**config.mk**
```make
export PLATFORM = sky130hd
export DESIGN_NAME = ctrl_multiciclo
export DESIGN_NICKNAME = d
export VERILOG_FILES = /design/src/rtl/ctrl_multiciclo_pkg.sv /design/src/rtl/ctrl_decod_saida.sv /design/src/rtl/ctrl_multiciclo.sv
export SDC_FILE = /design/constraint.sdc
export NUM_CORES = 1
export LEC_CHECK = 0
export ABC_AREA = 1
export CAP_MARGIN = 40
export CORE_MARGIN = 8
export CORE_UTILIZATION = 55
export CTS_CLUSTER_DIAMETER = 150
export CTS_CLUSTER_SIZE = 16
export DETAILED_ROUTE_END_ITERATION = 16
export DONT_BUFFER_PORTS = 1
export PLACE_DENSITY = 0.73
export SYNTH_ARGS = -nofsm -noshare
export SYNTH_HDL_FRONTEND = slang
export SYNTH_HIERARCHICAL = 1
export SYNTH_SLANG_ARGS = --single-unit
```
**constraint.sdc**
```tcl
create_clock -name clk -period 0.95 [get_ports clk]
set_input_delay 0.095 -clock clk [delete_from_list [all_inputs] [get_ports clk]]
set_output_delay 0.095 -clock clk [all_outputs]
set_load 0.02 [all_outputs]
```
**src/rtl/ctrl_multiciclo_pkg.sv**
```systemverilog
// Shared encodings for the multicycle main control unit:
// state codes, opcodes, select codes and the control word.
package ctrl_multiciclo_pkg;

  typedef enum logic [3:0] {
    S_FETCH  = 4'd0,
    S_DECODE = 4'd1,
    S_MEMADR = 4'd2,
    S_MEMRD  = 4'd3,
    S_MEMWB  = 4'd4,
    S_MEMWR  = 4'd5,
    S_EXEC   = 4'd6,
    S_ALUWB  = 4'd7,
    S_BRANCH = 4'd8,
    S_IEXEC  = 4'd9,
    S_IWB    = 4'd10,
    S_JUMP   = 4'd11,
    S_JAL    = 4'd12,
    S_JR     = 4'd13
  } estado_t;

  localparam logic [5:0] OP_RTYPE = 6'b000000;
  localparam logic [5:0] OP_J     = 6'b000010;
  localparam logic [5:0] OP_JAL   = 6'b000011;
  localparam logic [5:0] OP_BEQ   = 6'b000100;
  localparam logic [5:0] OP_BNE   = 6'b000101;
  localparam logic [5:0] OP_ADDI  = 6'b001000;
  localparam logic [5:0] OP_ANDI  = 6'b001100;
  localparam logic [5:0] OP_ORI   = 6'b001101;
  localparam logic [5:0] OP_XORI  = 6'b001110;
  localparam logic [5:0] OP_LW    = 6'b100011;
  localparam logic [5:0] OP_SW    = 6'b101011;

  localparam logic [5:0] FUNCT_JR = 6'b001000;

  localparam logic [1:0] ALUOP_LW_SW_ADDI    = 2'b00;
  localparam logic [1:0] ALUOP_BEQ_BNE       = 2'b01;
  localparam logic [1:0] ALUOP_RTYPE         = 2'b10;
  localparam logic [1:0] ALUOP_ANDI_ORI_XORI = 2'b11;

  localparam logic [1:0] REGDST_RT = 2'b00;
  localparam logic [1:0] REGDST_RD = 2'b01;
  localparam logic [1:0] REGDST_RA = 2'b10;

  localparam logic [1:0] MEMTOREG_ALU = 2'b00;
  localparam logic [1:0] MEMTOREG_MDR = 2'b01;
  localparam logic [1:0] MEMTOREG_PC  = 2'b10;

  localparam logic [1:0] ALUSRCB_B   = 2'b00;
  localparam logic [1:0] ALUSRCB_4   = 2'b01;
  localparam logic [1:0] ALUSRCB_IMM = 2'b10;
  localparam logic [1:0] ALUSRCB_BR  = 2'b11;

  localparam logic [1:0] PCSRC_ALU    = 2'b00;
  localparam logic [1:0] PCSRC_ALUOUT = 2'b01;
  localparam logic [1:0] PCSRC_JUMP   = 2'b10;
  localparam logic [1:0] PCSRC_REGA   = 2'b11;

  typedef struct packed {
    logic       pcwrite;
    logic       pcwritecond;
    logic       pcwritecondne;
    logic       iord;
    logic       memread;
    logic       memwrite;
    logic       irwrite;
    logic       regwrite;
    logic [1:0] regdst;
    logic [1:0] memtoreg;
    logic       alusrca;
    logic [1:0] alusrcb;
    logic       extop;
    logic [1:0] aluop;
    logic [1:0] pcsource;
    logic       instr_done;
    logic       illegal_op;
  } ctrl_t;

  function automatic logic is_logic_imm(
    input logic [5:0] op
  );
    return (op == OP_ANDI) || (op == OP_ORI)
        || (op == OP_XORI);
  endfunction

  function automatic logic is_legal(
    input logic [5:0] op
  );
    return (op == OP_RTYPE) || (op == OP_J)
        || (op == OP_JAL) || (op == OP_BEQ)
        || (op == OP_BNE) || (op == OP_ADDI)
        || is_logic_imm(op)
        || (op == OP_LW) || (op == OP_SW);
  endfunction

endpackage

```
**src/rtl/ctrl_decod_saida.sv**
```systemverilog
// State + opcode to control-word decoder (Moore outputs).
// While rst is high it presents FETCH selects with writes held off.
module ctrl_decod_saida
  import ctrl_multiciclo_pkg::*;
(
  input  logic       rst,
  input  estado_t    estado,
  input  logic [5:0] opcode,
  output ctrl_t      ctrl
);

  estado_t st;
  logic    logi;

  always_comb begin
    st   = rst ? S_FETCH : estado;
    logi = is_logic_imm(opcode);
    ctrl = '0;
    ctrl.extop = 1'b1;
    unique case (st)
      S_FETCH: begin
        ctrl.memread = 1'b1;
        ctrl.irwrite = 1'b1;
        ctrl.pcwrite = 1'b1;
        ctrl.alusrcb = ALUSRCB_4;
        ctrl.aluop   = ALUOP_LW_SW_ADDI;
      end
      S_DECODE: begin
        ctrl.alusrcb    = ALUSRCB_BR;
        ctrl.aluop      = ALUOP_LW_SW_ADDI;
        ctrl.illegal_op = !is_legal(opcode);
      end
      S_MEMADR: begin
        ctrl.alusrca = 1'b1;
        ctrl.alusrcb = ALUSRCB_IMM;
        ctrl.aluop   = ALUOP_LW_SW_ADDI;
      end
      S_MEMRD: begin
        ctrl.iord    = 1'b1;
        ctrl.memread = 1'b1;
      end
      S_MEMWB: begin
        ctrl.regwrite   = 1'b1;
        ctrl.memtoreg   = MEMTOREG_MDR;
        ctrl.regdst     = REGDST_RT;
        ctrl.instr_done = 1'b1;
      end
      S_MEMWR: begin
        ctrl.iord       = 1'b1;
        ctrl.memwrite   = 1'b1;
        ctrl.instr_done = 1'b1;
      end
      S_EXEC: begin
        ctrl.alusrca = 1'b1;
        ctrl.alusrcb = ALUSRCB_B;
        ctrl.aluop   = ALUOP_RTYPE;
      end
      S_ALUWB: begin
        ctrl.regwrite   = 1'b1;
        ctrl.regdst     = REGDST_RD;
        ctrl.instr_done = 1'b1;
      end
      S_BRANCH: begin
        ctrl.alusrca       = 1'b1;
        ctrl.aluop         = ALUOP_BEQ_BNE;
        ctrl.pcsource      = PCSRC_ALUOUT;
        ctrl.pcwritecond   = (opcode == OP_BEQ);
        ctrl.pcwritecondne = (opcode == OP_BNE);
        ctrl.instr_done    = 1'b1;
      end
      S_IEXEC: begin
        ctrl.alusrca = 1'b1;
        ctrl.alusrcb = ALUSRCB_IMM;
        ctrl.extop   = !logi;
        ctrl.aluop   = logi ? ALUOP_ANDI_ORI_XORI
                            : ALUOP_LW_SW_ADDI;
      end
      S_IWB: begin
        ctrl.regwrite   = 1'b1;
        ctrl.regdst     = REGDST_RT;
        ctrl.extop      = !logi;
        ctrl.aluop      = logi ? ALUOP_ANDI_ORI_XORI
                               : ALUOP_LW_SW_ADDI;
        ctrl.instr_done = 1'b1;
      end
      S_JUMP: begin
        ctrl.pcwrite    = 1'b1;
        ctrl.pcsource   = PCSRC_JUMP;
        ctrl.instr_done = 1'b1;
      end
      // MemtoReg=PC picks up PC+4 latched before the jump lands
      S_JAL: begin
        ctrl.pcwrite    = 1'b1;
        ctrl.pcsource   = PCSRC_JUMP;
        ctrl.regwrite   = 1'b1;
        ctrl.regdst     = REGDST_RA;
        ctrl.memtoreg   = MEMTOREG_PC;
        ctrl.instr_done = 1'b1;
      end
      S_JR: begin
        ctrl.pcwrite    = 1'b1;
        ctrl.pcsource   = PCSRC_REGA;
        ctrl.instr_done = 1'b1;
      end
      default: ;
    endcase
    if (rst) begin
      ctrl.pcwrite       = 1'b0;
      ctrl.pcwritecond   = 1'b0;
      ctrl.pcwritecondne = 1'b0;
      ctrl.irwrite       = 1'b0;
      ctrl.regwrite      = 1'b0;
      ctrl.memwrite      = 1'b0;
    end
  end

endmodule

```
**src/rtl/ctrl_multiciclo.sv**
```systemverilog
// Multicycle main control FSM: state register and next-state
// logic; control outputs come from ctrl_decod_saida.
module ctrl_multiciclo
  import ctrl_multiciclo_pkg::*;
(
  input  logic       clk,
  input  logic       rst,
  input  logic [5:0] opcode,
  input  logic [5:0] funct,
  output logic       PCWrite,
  output logic       PCWriteCond,
  output logic       PCWriteCondNe,
  output logic       IorD,
  output logic       MemRead,
  output logic       MemWrite,
  output logic       IRWrite,
  output logic       RegWrite,
  output logic [1:0] RegDst,
  output logic [1:0] MemtoReg,
  output logic       ALUSrcA,
  output logic [1:0] ALUSrcB,
  output logic       ExtOp,
  output logic [1:0] ALUOp,
  output logic [1:0] PCSource,
  output logic       instr_done,
  output logic       illegal_op,
  output logic [3:0] estado
);

  estado_t st_q, st_d;
  ctrl_t   ctrl;

  logic is_mem, is_jr, is_r, is_br;
  logic is_imm, is_j, is_jal;

  assign is_mem = (opcode == OP_LW) || (opcode == OP_SW);
  assign is_r   = (opcode == OP_RTYPE);
  assign is_jr  = is_r && (funct == FUNCT_JR);
  assign is_br  = (opcode == OP_BEQ) || (opcode == OP_BNE);
  assign is_imm = (opcode == OP_ADDI) || is_logic_imm(opcode);
  assign is_j   = (opcode == OP_J);
  assign is_jal = (opcode == OP_JAL);

  always_ff @(posedge clk) begin
    if (rst) st_q <= S_FETCH;
    else     st_q <= st_d;
  end

  always_comb begin
    st_d = S_FETCH;
    unique case (st_q)
      S_FETCH:  st_d = S_DECODE;
      S_DECODE: begin
        unique case (1'b1)
          is_mem:         st_d = S_MEMADR;
          is_jr:          st_d = S_JR;
          is_r && !is_jr: st_d = S_EXEC;
          is_br:          st_d = S_BRANCH;
          is_imm:         st_d = S_IEXEC;
          is_j:           st_d = S_JUMP;
          is_jal:         st_d = S_JAL;
          default:        st_d = S_FETCH;
        endcase
      end
      S_MEMADR: begin
        unique case (1'b1)
          opcode == OP_LW: st_d = S_MEMRD;
          opcode == OP_SW: st_d = S_MEMWR;
          default:         st_d = S_FETCH;
        endcase
      end
      S_MEMRD:  st_d = S_MEMWB;
      S_EXEC:   st_d = S_ALUWB;
      S_IEXEC:  st_d = S_IWB;
      default:  st_d = S_FETCH;
    endcase
  end

  ctrl_decod_saida u_decod (
    .rst    (rst),
    .estado (st_q),
    .opcode (opcode),
    .ctrl   (ctrl)
  );

  assign PCWrite       = ctrl.pcwrite;
  assign PCWriteCond   = ctrl.pcwritecond;
  assign PCWriteCondNe = ctrl.pcwritecondne;
  assign IorD          = ctrl.iord;
  assign MemRead       = ctrl.memread;
  assign MemWrite      = ctrl.memwrite;
  assign IRWrite       = ctrl.irwrite;
  assign RegWrite      = ctrl.regwrite;
  assign RegDst        = ctrl.regdst;
  assign MemtoReg      = ctrl.memtoreg;
  assign ALUSrcA       = ctrl.alusrca;
  assign ALUSrcB       = ctrl.alusrcb;
  assign ExtOp         = ctrl.extop;
  assign ALUOp         = ctrl.aluop;
  assign PCSource      = ctrl.pcsource;
  assign instr_done    = ctrl.instr_done;
  assign illegal_op    = ctrl.illegal_op;
  assign estado        = st_q;

endmodule
```
==> metrics.yaml, run 1 <==
logic_synthesis:
  synth_top_area_cell: "nor2_1"
  syn_nets: 159
  ys_types: 22
  async_flop_share: 0
  syn-cell-area_um2: 754.5
  synthDominantCellAreaShare: 0.1741
  synthTopCellsByArea: "nor2_1, nand3_1, nand2_1"
  yosysWarningCount: 6
  postSynthCellCount: 145
  synth_edf_count: 0
  synth_common_cells: "nor2_1, nand2_1, inv_1"
  syn_area_per_cell_um2: 5.203
  ys_seq_elements: 4
  synth.most_common_cell: "nor2_1"
  synth-seq-area-share: 0.1061
  synth_ff_type: "dfxtp_1"
placed_design:
  gp_congestion: 0.8138
  portBuffers: 0
  place_ws_ps: -241.5
  place_hpwl_um: 2140
die:
  die_w_um: 53.04
  std_cell_rows: 13
  start_util: 0.5871
  io_pins: 40
  die_y_um: 53.04
clocking:
  clock_path_buffers: 2
  clock_sinks: 4
  ctsResizeCount: 28
  htree_levels: 1
  hold_buffers: 1
  cts-root-buf: "clkbuf_4"
  cts_setup_buffers: 7
  cts_made_buffers: 3
status:
  outcome: "aborted with a tool error"
  lastStage: "clock tree synthesis"
  firstError: "[ERROR DPL-0033] detailed placement checks failed during check placement."
[through the flow]
stage	hold slack, ps	cell area, um2	std cells	util	TNS [ps]
2_1_floorplan	154.4	910.9	145	-	-2206
3_3_place_gp	159.3	1057	177	0.8228	-2704
3_5_place_dp	159.0	1057	177	0.8228	-3498
[logic make-up after synthesis]
| kind of cell | Yosys count | synth area share |
|---|---|---|
| simple gates | 103 | 0.6717 |
| compound gates | 12 | 0.08458 |
| flops | 4 | 0.1061 |
| buf+inv | 26 | 0.1377 |
==> inputs of run 2 (changes only) <==
- CORE_AREA: not set -> 8 8 69 71
- CORE_MARGIN: 8 -> not set
- CORE_UTILIZATION: 55 -> not set
- CTS_CLUSTER_DIAMETER: 150 -> not set
- CTS_CLUSTER_SIZE: 16 -> not set
- DIE_AREA: not set -> 0 0 77 79
- PLACE_DENSITY: 0.73 -> not set
- PLACE_DENSITY_LB_ADDON: not set -> 0.15
- clock period: 0.95 -> 1.2 ns (I/O delays scaled with it)
==> run 2 against run 1 <==
  * The flow now finishes, with violations (setup timing)
  * Synthesized area is the same
  * Synthesized cell count is the same
==> metrics.yaml, run 2 <==
clocking:
  cts_tree: "built"
  clk_pin_slew_ps: 30
  worstSkewPairLatency_ps: 220
  cts_made_buffers: 3  # unchanged
  cts-root-buf: "clkbuf_8"
  clock_path_buffers: 2  # unchanged
  htree_levels: 1  # unchanged
  clock_sinks: 4  # unchanged
logic_synthesis:
  synth_edf_count: 0  # unchanged
  synth-seq-area-share: 0.1061  # unchanged
  synth_common_cells: "nor2_1, nand2_1, inv_1"
  ys_seq_elements: 4  # unchanged
  ys_types: 22  # unchanged
  syn-cell-area_um2: 754.5  # unchanged
  syn_area_per_cell_um2: 5.203  # unchanged
  async_flop_share: 0  # unchanged
  syn_nets: 159  # unchanged
  yosysWarningCount: 6  # unchanged
  synthTopCellsByArea: "nor2_1, nand3_1, nand2_1"
  synth_ff_type: "dfxtp_1"
  synth.most_common_cell: "nor2_1"
  synthDominantCellAreaShare: 0.1741  # unchanged
  postSynthCellCount: 145  # unchanged
  synth_top_area_cell: "nor2_1"
timing:
  final-max-slew-violation-count: 0
  rsz0062_at_grt: "yes"
  fmax_mhz: 729.3
  period_minus_slack_ps: 1371
  finalSetupTns_ps: -1985
  relSlewSlack: 0.8325
  final_hold_viol_count: 0
  fin_skew_ps: 2.476
  worst_slew_pin_slew_ps: 250.5
  setup_ws_ps: -171.1
  finalCritPeriodShare: 1.143
  finalSetupViolCount: 20
final_layout:
  final_nets: 195
  antenna_cells: 0
  mostFrequentLayoutCell: "buf_4"
  layout.cells.non_filler: 230
  drive_gt1_frac: 0.5500
  largest_register_ffs: 4
  layout_common_cells: "buf_4, nor2_1, inv_1"
  syn2layout_area_growth_pct: 81.59
detailed_routing:
  drt_iter0_markers: 33
  viasPerCell: 4.461
  ant_nets: 0
  drtPass1Iterations: 4
  wl_per_cell_um: 12.30
  dr_total_vias: 1026
  drc: 0
  finalWirelength_um: 2829
worst_setup_path:
  end_kind: "output port"
  cp-start-kind: "flip-flop"
  critPathArrivalTime_ps: 1250
  path_cells: "inv_4 > nand3_4 > nor2_2 > nor2_2 > o21ai_1 > buf_4"
  cp_max_fo: 7
  worst_path_most_repeated_cell: "nor2_2"
  rr_endpoint: "estado[2]"
  r2r-start: "estado[1]"
  worstRegToRegCells: 8
  critPathRequiredTime_ps: 1080
  rrSetupSlack_ps: -10
  worst_path_largest_cell_delay_ps: 370
  crit_type: "reg2out"
  slowest_stage: "dfxtp_4"
status:
  outcome: "finished, violations left"
  violations: "setup timing"
die:
  std_cell_rows: 23  # +10
  start_util: 0.1986  # -0.3885
  io_pins: 40  # unchanged
  die_area_um2: 6083
  die_y_um: 79  # +49%
  core_um2: 3799
  die_w_um: 77  # +45%
hold_path:
  hp-start: "opcode[3]"
  hold-path-endpoint: "estado[1]"
  hold-path-cell-count: 3
  hp-class: "in2reg"
placed_design:
  place_hpwl_um: 2168  # +1.3%
  place_ws_ps: -43.26  # +198.2 ps
  portBuffers: 0  # unchanged
  gp_congestion: 0.7613  # -6.5%
  dp.cells: 218  # +23%
flow_run:
  drv_cap: 0
grt:
  grt_max_degree: 10
  grt_pass1_wl_um: 4650
  track_usage: 0.08894
  grt-ovfl-total: 0
  first_global_vias: 1058
  antenna_found_initial: 0
power:
  p_leak_nw: 0.6261
  p_per_area_nw_per_um2: 492.6
  peakVddDrop_v: 0.0003356
[run 2: kinds of logic after synthesis]
| logic type | count (synthesis) | share of synthesized area |
|---|---|---|
| DFF | 4 | 0.1061 |
| and+or+nand+nor | 103 | 0.6717 |
| AOI/OAI and AO/OA | 12 | 0.08458 |
| buffers and inverters | 26 | 0.1377 |
[run 2: worst max-delay path by stage]
stage	from	endpoint	slack [ps]	depth (start not counted)
after floorplan	estado[2]	RegWrite	-50	3
after global placement	estado[3]	estado[2]	-30	7
after detailed placement	estado[1]	ALUSrcA	-40	5
after CTS	estado[2]	PCSource[0]	-170	6
after global routing	estado[2]	PCSource[0]	-220	6
final	estado[1]	ALUSrcB[1]	-170	6
[run 2: metal layers]
metal  share of wire  track usage  vias up
met2            0.55       0.1733       26
met1            0.40      0.09502      473
met3           0.046      0.01806        0
met5               0            0        -
li1                -            -      527
met4               0      0.02264        0
[run 2: cell type report]
class	instances	area, um2
sequential	4	95.09
inverter	25	98.84
multi-input combinational	115	795.8
clock buffer	4	45.04
tap	50	62.56
fill	428	2429
timing repair buffer	32	272.8
[run 2: timing repair]
| action | in CTS | in global routing |
|---|---|---|
| hold buffers | 1 | 0 |
| buffers inserted | 6 | 2 |
| pin swaps | 21 | 22 |
| resized for setup | 40 | 20 |
| endpoints found under the setup margin | 23 | 25 |
| endpoints found under the hold margin | 4 | 0 |
[run 2: worst max-delay path, delay by kind of cell (launching register included)]
kind / cells / cell delay, ps
AO/OA/AOI/OAI: 1 / 80
buffers and inverters: 2 / 240
flip-flops: 1 / 370
AND/OR/NAND/NOR: 3 / 350
[run 2: power breakdown]
group          switching [W]  internal (W)
Combinational       0.000138     0.0000875
Clock              0.0000724      0.000227
Sequential         0.0000156      0.000134
[run 2: through the flow]
stage / hold slack (ps) / total power [W] / cell area, um2 / utilization
2_1_floorplan: 179.4 / 0.0002759 / 798.3 / -
3_3_place_gp: 188.0 / 0.0003305 / 1033 / 0.2721
3_5_place_dp: 189.6 / 0.0003322 / 1033 / 0.2721
4_1_cts: 213.2 / 0.0006773 / 1292 / 0.3403
5_1_grt: 259.0 / 0.0007120 / 1370 / 0.3607
6_report: 212.2 / 0.0006749 / 1370 / 0.3607
Power figures use the tool's default switching activity.
==> inputs of run 3 (changes only) <==
- CTS_CLUSTER_DIAMETER: not set -> 50
==> results of run 3 <==
Same layout as run 2: the final DEF is identical, and so are final timing and power.
==> inputs of run 4 (changes only) <==
- CTS_BUF_LIST: not set -> sky130_fd_sc_hd__clkbuf_4
==> run 4 against run 3 <==
  * The run still ends with setup timing left
  * Sequential cell count did not move
  * Hold slack got worse by 28 ps
  * Via count rose by 4.8%
  * Final cell count rose by 3.5%
  * Die area did not move
  * Register-to-register slack got worse by 90 ps
  * Clock power fell by 29%
  * Sequential share of layout area fell by 0.39 points
  * Combinational power rose by 3%
  * Core utilization rose by 2.1 points
  * Power fell by 12%
  * Worst setup slack got worse by 15 ps
  * Critical path type unchanged
==> metrics.yaml, run 4 (synthesis gave the netlist of run 2 again) <==
status:
  outcome: "finished, violations left"
  violations: "setup timing"
worst_setup_path:
  rr_endpoint: "estado[2]"
  cp-startpoint: "estado[1]"
  slowest_stage: "dfxtp_4"
  cp-start-kind: "flip-flop"
  cp_max_fo: 7  # unchanged
  worstRegToRegCells: 8  # unchanged
  cp_num_buf_inv: 2  # unchanged
  critPathArrivalTime_ps: 1270  # +20 ps
  end_kind: "output port"
  crit_cells: 6  # unchanged
  rrSetupSlack_ps: -100  # -90 ps
  critPathRequiredTime_ps: 1080  # about the same
  path_cells: "inv_4 > nand3_4 > nor2_2 > nor2_2 > o21ai_1 > buf_4"
  worst_path_most_repeated_cell: "nor2_2"
  worst_path_largest_cell_delay_ps: 370  # about the same
  crit_type: "reg2out"
  r2r-start: "estado[1]"
  crit_end: "ALUSrcB[1]"
  crit_family: "flip-flops"
clocking:
  cts_tree: "built"
  htree_levels: 1  # unchanged
  worstSkewPairLatency_ps: 240  # +20 ps
  cts-root-buf: "clkbuf_4"
  clock_sinks: 4  # unchanged
  cts_made_buffers: 3  # unchanged
  clk_pin_slew_ps: 40  # about the same
  clock_path_buffers: 2  # unchanged
detailed_routing:
  drc: 0  # unchanged
  drtPass1Iterations: 4  # unchanged
  ant_nets: 0  # unchanged
  viasPerCell: 4.517  # +1.3%
  wl_per_cell_um: 12.16  # -1.1%
  dr_total_vias: 1075  # +4.8%
  drt_iter0_markers: 32  # -3.0%
  finalWirelength_um: 2895  # +2.3%
final_layout:
  largest_register_ffs: 4  # unchanged
  drive_gt1_frac: 0.6170  # +0.06702
  syn2layout_area_growth_pct: 92.37
  antenna_cells: 0  # unchanged
  layout_common_cells: "buf_4, nor2_1, nand2_1"
  final_nets: 203  # +4.1%
  mostFrequentLayoutCell: "buf_4"
flow_run:
  drv_cap: 0  # unchanged
power:
  peakVddDrop_v: 0.0002930  # -13%
  p_int_w: 0.0003730  # -17%
  p_seq_frac: 0.252  # +0.030
  swShare: 0.3713  # +0.03592
  p_comb_frac: 0.391  # +0.056
  clkPwrFrac: 0.357  # -0.087
  p_leak_nw: 0.6685  # +6.8%
  power_switching_w: 0.0002203  # -2.7%
  p_per_area_nw_per_um2: 408.8  # -17%
die:
  std_cell_rows: 23  # unchanged
  io_pins: 40  # unchanged
  die_y_um: 79  # unchanged
  core_um2: 3799  # unchanged
  die_w_um: 77  # unchanged
  die_area_um2: 6083  # unchanged
  start_util: 0.1986  # unchanged
grt:
  grt_max_degree: 10  # unchanged
  grt-ovfl-total: 0  # unchanged
  first_global_vias: 1091  # +3.1%
  track_usage: 0.09269  # +0.003753
  antenna_found_initial: 0  # unchanged
  grt_pass1_wl_um: 4809  # +3.4%
hold_path:
  hold-path-cell-count: 3  # unchanged
  hp-class: "in2reg"
placed_design:
  place_ws_ps: -43.26  # unchanged
  place_hpwl_um: 2168  # unchanged
  gp_congestion: 0.7613  # unchanged
  portBuffers: 0  # unchanged
timing:
  holdWs_ps: 184.2  # -28.07 ps
  relSlewSlack: 0.8330  # about the same
  setup_ws_ps: -186.2  # -15.09 ps
  final_hold_viol_count: 0  # unchanged
  fin_skew_ps: 3.115  # +0.6385 ps
  worst_slew_pin_slew_ps: 249.7  # -0.7766 ps
  finalSetupTns_ps: -3034  # -1049 ps
  rsz0062_at_grt: "yes"
  finalCritPeriodShare: 1.155  # +0.01257
  finalSetupViolCount: 26  # +30%
  final-max-slew-violation-count: 0  # unchanged
  fmax_mhz: 721.4  # -1.1%
  period_minus_slack_ps: 1386  # +15.09 ps
run 4: metrics by stage:
stage,power [W],cell area (um2),util,std cells
floorplan,0.0002759,798.3,-,145
global placement,0.0003305,1033,0.2721,218
detailed placement,0.0003322,1033,0.2721,218
CTS,0.0005943,1325,0.3488,232
global route,0.0006403,1451,0.3821,238
finish,0.0005933,1451,0.3821,238
run 4: worst min-delay path by stage:
stage	startpoint	endpoint	slack, ps
after floorplan	rst	estado[0]	180
after global placement	rst	estado[0]	190
after detailed placement	rst	estado[3]	190
after CTS	opcode[3]	estado[1]	200
after global routing	opcode[3]	estado[1]	190
final	opcode[3]	estado[1]	180
run 4: metal layers:
metal | vias up | GRT usage | wire length [um]
met2 | 32 | 0.1767 | 1601
met3 | 2 | 0.02144 | 138
met5 | - | 0 | 0
li1 | 546 | - | -
met1 | 495 | 0.09692 | 1138
met4 | 0 | 0.03396 | 17
run 4: repair_timing:
action | CTS | global route
hold buffers | 1 | 0
setup endpoints to repair | 23 | 26
buffers inserted | 9 | 6
resized for setup | 51 | 22
pin swaps | 21 | 20
hold endpoints to repair | 4 | 0
run 4: worst min-delay path: cells and delay by family:
family	cells	cell delay (ps)
buffers and inverters	1	50
AO/OA/AOI/OAI	2	210
run 4: final cells by class:
class                           instances  area, um2
Timing Repair Buffer                   40      355.3
Clock buffer                            4      30.03
Inverter                               25      98.84
Sequential cell                         4      95.09
Fill cell                             415       2347
Tap cell                               50      62.56
Multi-Input combinational cell        115      809.5
run 4: power by group through the flow:
stage	sequential, W	combinational [W]	clock [W]
finish	0.000149	0.000232	0.000212
global route	0.000150	0.000253	0.000237
CTS	0.000149	0.000226	0.000219
detailed placement	0.000157	0.000175	0
global placement	0.000157	0.000174	0
floorplan	0.000160	0.000116	0
